File: src/rtl/result_writer_pkg.sv
// result_writer_pkg: shared word width, counter width and FSM state encoding
package result_writer_pkg;
  localparam int WIDTH_DEF = 21;
  localparam int CNT_W = 8;
  typedef enum logic [1:0] {IDLE, COLLECT, DRAIN, DONE} state_e;
endpackage

File: src/rtl/result_writer_sync_fifo.sv
// sync_fifo: show-ahead FIFO with wrap-bit pointers; head reads as zero when empty
module sync_fifo #(
  parameter int WIDTH = 21,
  parameter int DEPTH = 8
) (
  input  logic             clk,
  input  logic             rst,
  input  logic             push,
  input  logic             pop,
  input  logic [WIDTH-1:0] wdata,
  output logic             full,
  output logic             empty,
  output logic [WIDTH-1:0] rdata
);
  localparam int AW = $clog2(DEPTH);
  logic [AW:0] wr_q, rd_q;
  logic [WIDTH-1:0] mem_q [DEPTH];
  assign empty = wr_q == rd_q;
  assign full = (wr_q ^ rd_q) == {1'b1, {AW{1'b0}}};
  assign rdata = empty ? '0 : mem_q[rd_q[AW-1:0]];
  // pointer advance; reset discards contents by equalising pointers
  always_ff @(posedge clk or negedge rst)
    if (!rst) begin
      wr_q <= '0;
      rd_q <= '0;
    end else begin
      if (push) wr_q <= wr_q + (AW+1)'(1);
      if (pop) rd_q <= rd_q + (AW+1)'(1);
    end
  // storage needs no reset
  always_ff @(posedge clk)
    if (push) mem_q[wr_q[AW-1:0]] <= wdata;
endmodule

File: src/rtl/result_writer.sv
// result_writer: collects accelerator results into a FIFO and signals when a run is drained
module result_writer
  import result_writer_pkg::*;
#(
  parameter int WIDTH = WIDTH_DEF,
  parameter int DEPTH = 8
) (
  input  logic             clk,
  input  logic             rst,
  input  logic             wrReq,
  input  logic [WIDTH-1:0] wrData,
  input  logic             wDone,
  output logic             outValid,
  input  logic             outReady,
  output logic [WIDTH-1:0] outData,
  output logic             runDone,
  output logic [CNT_W-1:0] termCount,
  output logic             overflow
);
  state_e state_q, state_d;
  logic [CNT_W-1:0] cnt_q, cnt_d;
  logic ovf_q, ovf_d;
  logic full, empty, push, pop, collect;
  assign collect = state_q == IDLE || state_q == COLLECT;
  assign pop = outValid && outReady;
  assign push = wrReq && collect && (!full || pop);
  assign outValid = !empty;
  assign runDone = state_q == DONE;
  assign termCount = cnt_q;
  assign overflow = ovf_q;
  sync_fifo #(.WIDTH(WIDTH), .DEPTH(DEPTH)) u_fifo (
    .clk(clk), .rst(rst), .push(push), .pop(pop), .wdata(wrData),
    .full(full), .empty(empty), .rdata(outData)
  );
  // next state, word counter (dropped words in a run still count) and sticky drop flag
  always_comb begin
    state_d = state_q;
    cnt_d = cnt_q;
    ovf_d = ovf_q | (wrReq & ~push);
    case (state_q)
      IDLE:
        if (wrReq) begin
          cnt_d = CNT_W'(1);
          state_d = wDone ? DRAIN : COLLECT;
        end else if (wDone) begin
          cnt_d = '0;
          state_d = DRAIN;
        end
      COLLECT: begin
        if (wrReq && cnt_q != '1) cnt_d = cnt_q + CNT_W'(1);
        if (wDone) state_d = DRAIN;
      end
      DRAIN: if (empty) state_d = DONE;
      default: state_d = IDLE;
    endcase
  end
  // state, counter and flag registers
  always_ff @(posedge clk or negedge rst)
    if (!rst) begin
      state_q <= IDLE;
      cnt_q <= '0;
      ovf_q <= 1'b0;
    end else begin
      state_q <= state_d;
      cnt_q <= cnt_d;
      ovf_q <= ovf_d;
    end
endmodule

File: config.mk
export PLATFORM = sky130hd
export DESIGN_NAME = result_writer
export DESIGN_NICKNAME = d
export VERILOG_FILES = /design/src/rtl/result_writer_pkg.sv /design/src/rtl/result_writer_sync_fifo.sv /design/src/rtl/result_writer.sv
export SDC_FILE = /design/constraint.sdc
export NUM_CORES = 1
export LEC_CHECK = 0
export CELL_PAD_IN_SITES_DETAIL_PLACEMENT = 0
export CELL_PAD_IN_SITES_GLOBAL_PLACEMENT = 1
export CORE_MARGIN = 5
export CORE_UTILIZATION = 38
export DETAILED_ROUTE_END_ITERATION = 12
export MAX_ROUTING_LAYER = met4
export PLACE_DENSITY_LB_ADDON = 0.12
export SYNTH_ARGS = -nofsm -noshare
export SYNTH_HDL_FRONTEND = slang
export SYNTH_SLANG_ARGS = --single-unit
File: constraint.sdc
create_clock -name clk -period 3.4 [get_ports clk]
set_clock_uncertainty 0.05 [all_clocks]
set_input_delay 0.51 -clock clk [delete_from_list [all_inputs] [get_ports clk]]
set_output_delay 0.51 -clock clk [all_outputs]
set_load 0.02 [all_outputs]
==> flow_summary.ini <==
[status]
status = completed

[sta]
worst_slew_pin_slew_ns = 0.950
report.final.hold_viol_count = 0
finalMaxSlewViolations = 0
layout_worst_path_cycle_share_pct = 93.1
rsz0062_at_grt = false
finalCriticalPeriod_ns = 3.16
setup_tns_ns = 0
relSlewSlack_pct = 36.5
finalSetupViolCount = 0
fmax_mhz = 316

[floorplan]
core_region_area_mm2 = 0.0195
dieArea_mm2 = 0.0227
start_util_pct = 38.7
die_w_um = 151
die-height_um = 151
top_level_ports = 58
rows = 51

[critical_path]
worst_r2r_path_depth = 5
worstPathMaxFanout = 23
timing.rr.end = u_fifo.mem_q[6][16]
crit_type = reg -> out
startpoint = u_fifo.rd_q[0]
cp.required_ns = 2.84
cp-end-kind = output port
worstSetupStartpointType = flop
critPathArrivalTime_ns = 2.60
endpoint = outData[0]
r2r_start = u_fifo.wr_q[2]
worst-r2r-setup-slack_ns = 1.09

[clocking]
cts-root-buf = clkbuf_16
cts_buffer_depth = 2
cts_sinks = 187
htree_levels = 4
post_cts_buffers = 0
cts_tree = yes
hold_buffers = 0
clk_latency_ns = 0.42
clk_pin_slew_ns = 0.07
ctsResizeCount = 0
cts_made_buffers = 17

[cells_and_area]
multi_input_area_mm2 = 0.00194
areaGrowthSynthToFinish_pct = 20.7
num-nets-final = 494
diodes = 0
register_area_mm2 = 0.00552
drive_above_1_share_pct = 22.2
fillers = 1651
fin_cells = 742

[drt]
vias_per_cell = 5.23
drtIter0Drc = 292
dr_total_vias = 3882
dr.pass1.iters = 4
postRouteAntennaNets = 0
wl_per_cell_um = 21.0
totalWireLength_mm = 15.6
drc_errors = 0

[pwr]
cellPowerDensity_mw_per_mm2 = 804
peakVddDrop_v = 0.000393
power_leakage_nw = 3.06

[global_route]
grt_max_degree = 24
grt_pass1_wl_mm = 24.1
antenna_found_initial = 0
grt_overflow = 0
top_usage_layer = met2
grt_pass1_vias = 3993
use_met1_pct = 19.8
grt_use_met2_pct = 23.7
use_met3_pct = 3.58
grt.total_usage_pct = 14.9

[placed_design]
gp_congestion = 0.746
place_inst = 711
io_buffers = 57
place_hpwl_mm = 9.27

[synth]
yosysTopAreaCell = edfxtp_1
ys_ff_latch = 187
synth.most_common_cell = edfxtp_1
synthCells = 387
yosys_warnings = 0
yosys-top-cells-count = 168 x edfxtp_1, 42 x mux4_2, 32 x nor2_1
syn_avg_cell_area_um2 = 19.5
synth.distinct_cells = 44
synth_fp_nets = 416
synth_area_leaders = edfxtp_1 67%, mux4_2 13%, dfrtp_1 6.3%, mux2i_1 2.9%, nor2_1 1.6%
ys_seq_area_share_pct = 73.3
synth-edff-count = 168
synth_area_mm2 = 0.00753
async_flop_share_pct = 10.2
synth_top_area_share_pct = 67.0
synth_ff_type = edfxtp_1

[hold_path]
holdPathStages = 1
hp-class = reg -> reg

[job]
cap_violations = 0
stage by stage:
step	total power [mW]	util (%)	hold WS, ns	setup WS, ns	area [µm²]
floorplan	4.52	-	0.164	0.323	7530
global placement	5.53	43.9	0.391	0.598	8530
detailed placement	5.55	43.9	0.404	0.612	8530
CTS	7.43	46.7	0.417	0.157	9090
global route	7.69	46.7	0.431	0.0305	9090
finish	7.30	46.7	0.409	0.235	9090
placed cells by master, fill, tap and decap left out, types with 4 or more instances in the layout:
cell / count
clkdlybuf4s50_1: 57
nand2_1: 5
mux2i_1: 22
nand3_1: 8
dfrtp_1: 17
o21ai_0: 5
xor2_1: 6
and3_1: 5
clkbuf_16: 17
clkinv_4: 4
buf_4: 18
nor3_2: 4
mux4_2: 42
inv_1: 4
edfxtp_1: 168
nor2_1: 29
flip-flops by register name, indices dropped and copies added (netlist names):
name	count
u_fifo.mem_q	168
u_fifo.wr_q	4
termCount	8
state_q	2
overflow	1
u_fifo.rd_q	4
critical path, stage by stage, from the launching register on:
cell	delay [ns]
dfrtp_2	0.53
buf_12	0.27
mux4_2	0.52
mux2i_1	0.25
nor2_1	0.07
clkdlybuf4s50_1	0.54
cell type report:
class                   count  area share, %
repair buffers             76           7.99
clock inverters            12           1.31
inverters                   4          0.165
flip-flops and latches    187           60.8
multi-input cells         179           21.3
well taps                 265           3.65
clock buffers              19           4.76
power breakdown:
| group | internal [mW] | switching (mW) | total [mW] |
|---|---|---|---|
| Sequential | 2.64 | 0.148 | 2.79 |
| Clock | 1.02 | 0.844 | 1.86 |
| Combinational | 1.28 | 1.38 | 2.65 |
how the worst min path moves through the flow:
| stage | end | start |
|---|---|---|
| 2_1_floorplan | overflow | rst |
| 3_3_place_gp | overflow | overflow |
| 3_5_place_dp | overflow | overflow |
| 4_1_cts | overflow | overflow |
| 5_1_grt | overflow | overflow |
| 6_report | overflow | overflow |
cell families after synthesis:
group | after synthesis | share of synthesized area (%)
fa+ha+maj | 3 | 0.499
simple gates | 74 | 5.07
xor+xnor | 11 | 1.48
compound gates | 24 | 2.36
mux | 67 | 15.9
buf+inv | 21 | 1.31
flops | 187 | 73.3
routing by layer:
| metal | share of wire (%) | vias up |
|---|---|---|
| met5 | 0 | - |
| met4 | 0.77 | 0 |
| met3 | 4.1 | 9 |
| met1 | 45 | 2080 |
| li1 | - | 1720 |
| met2 | 50 | 73 |
No activity file was read; power rests on OpenSTA's default activity.
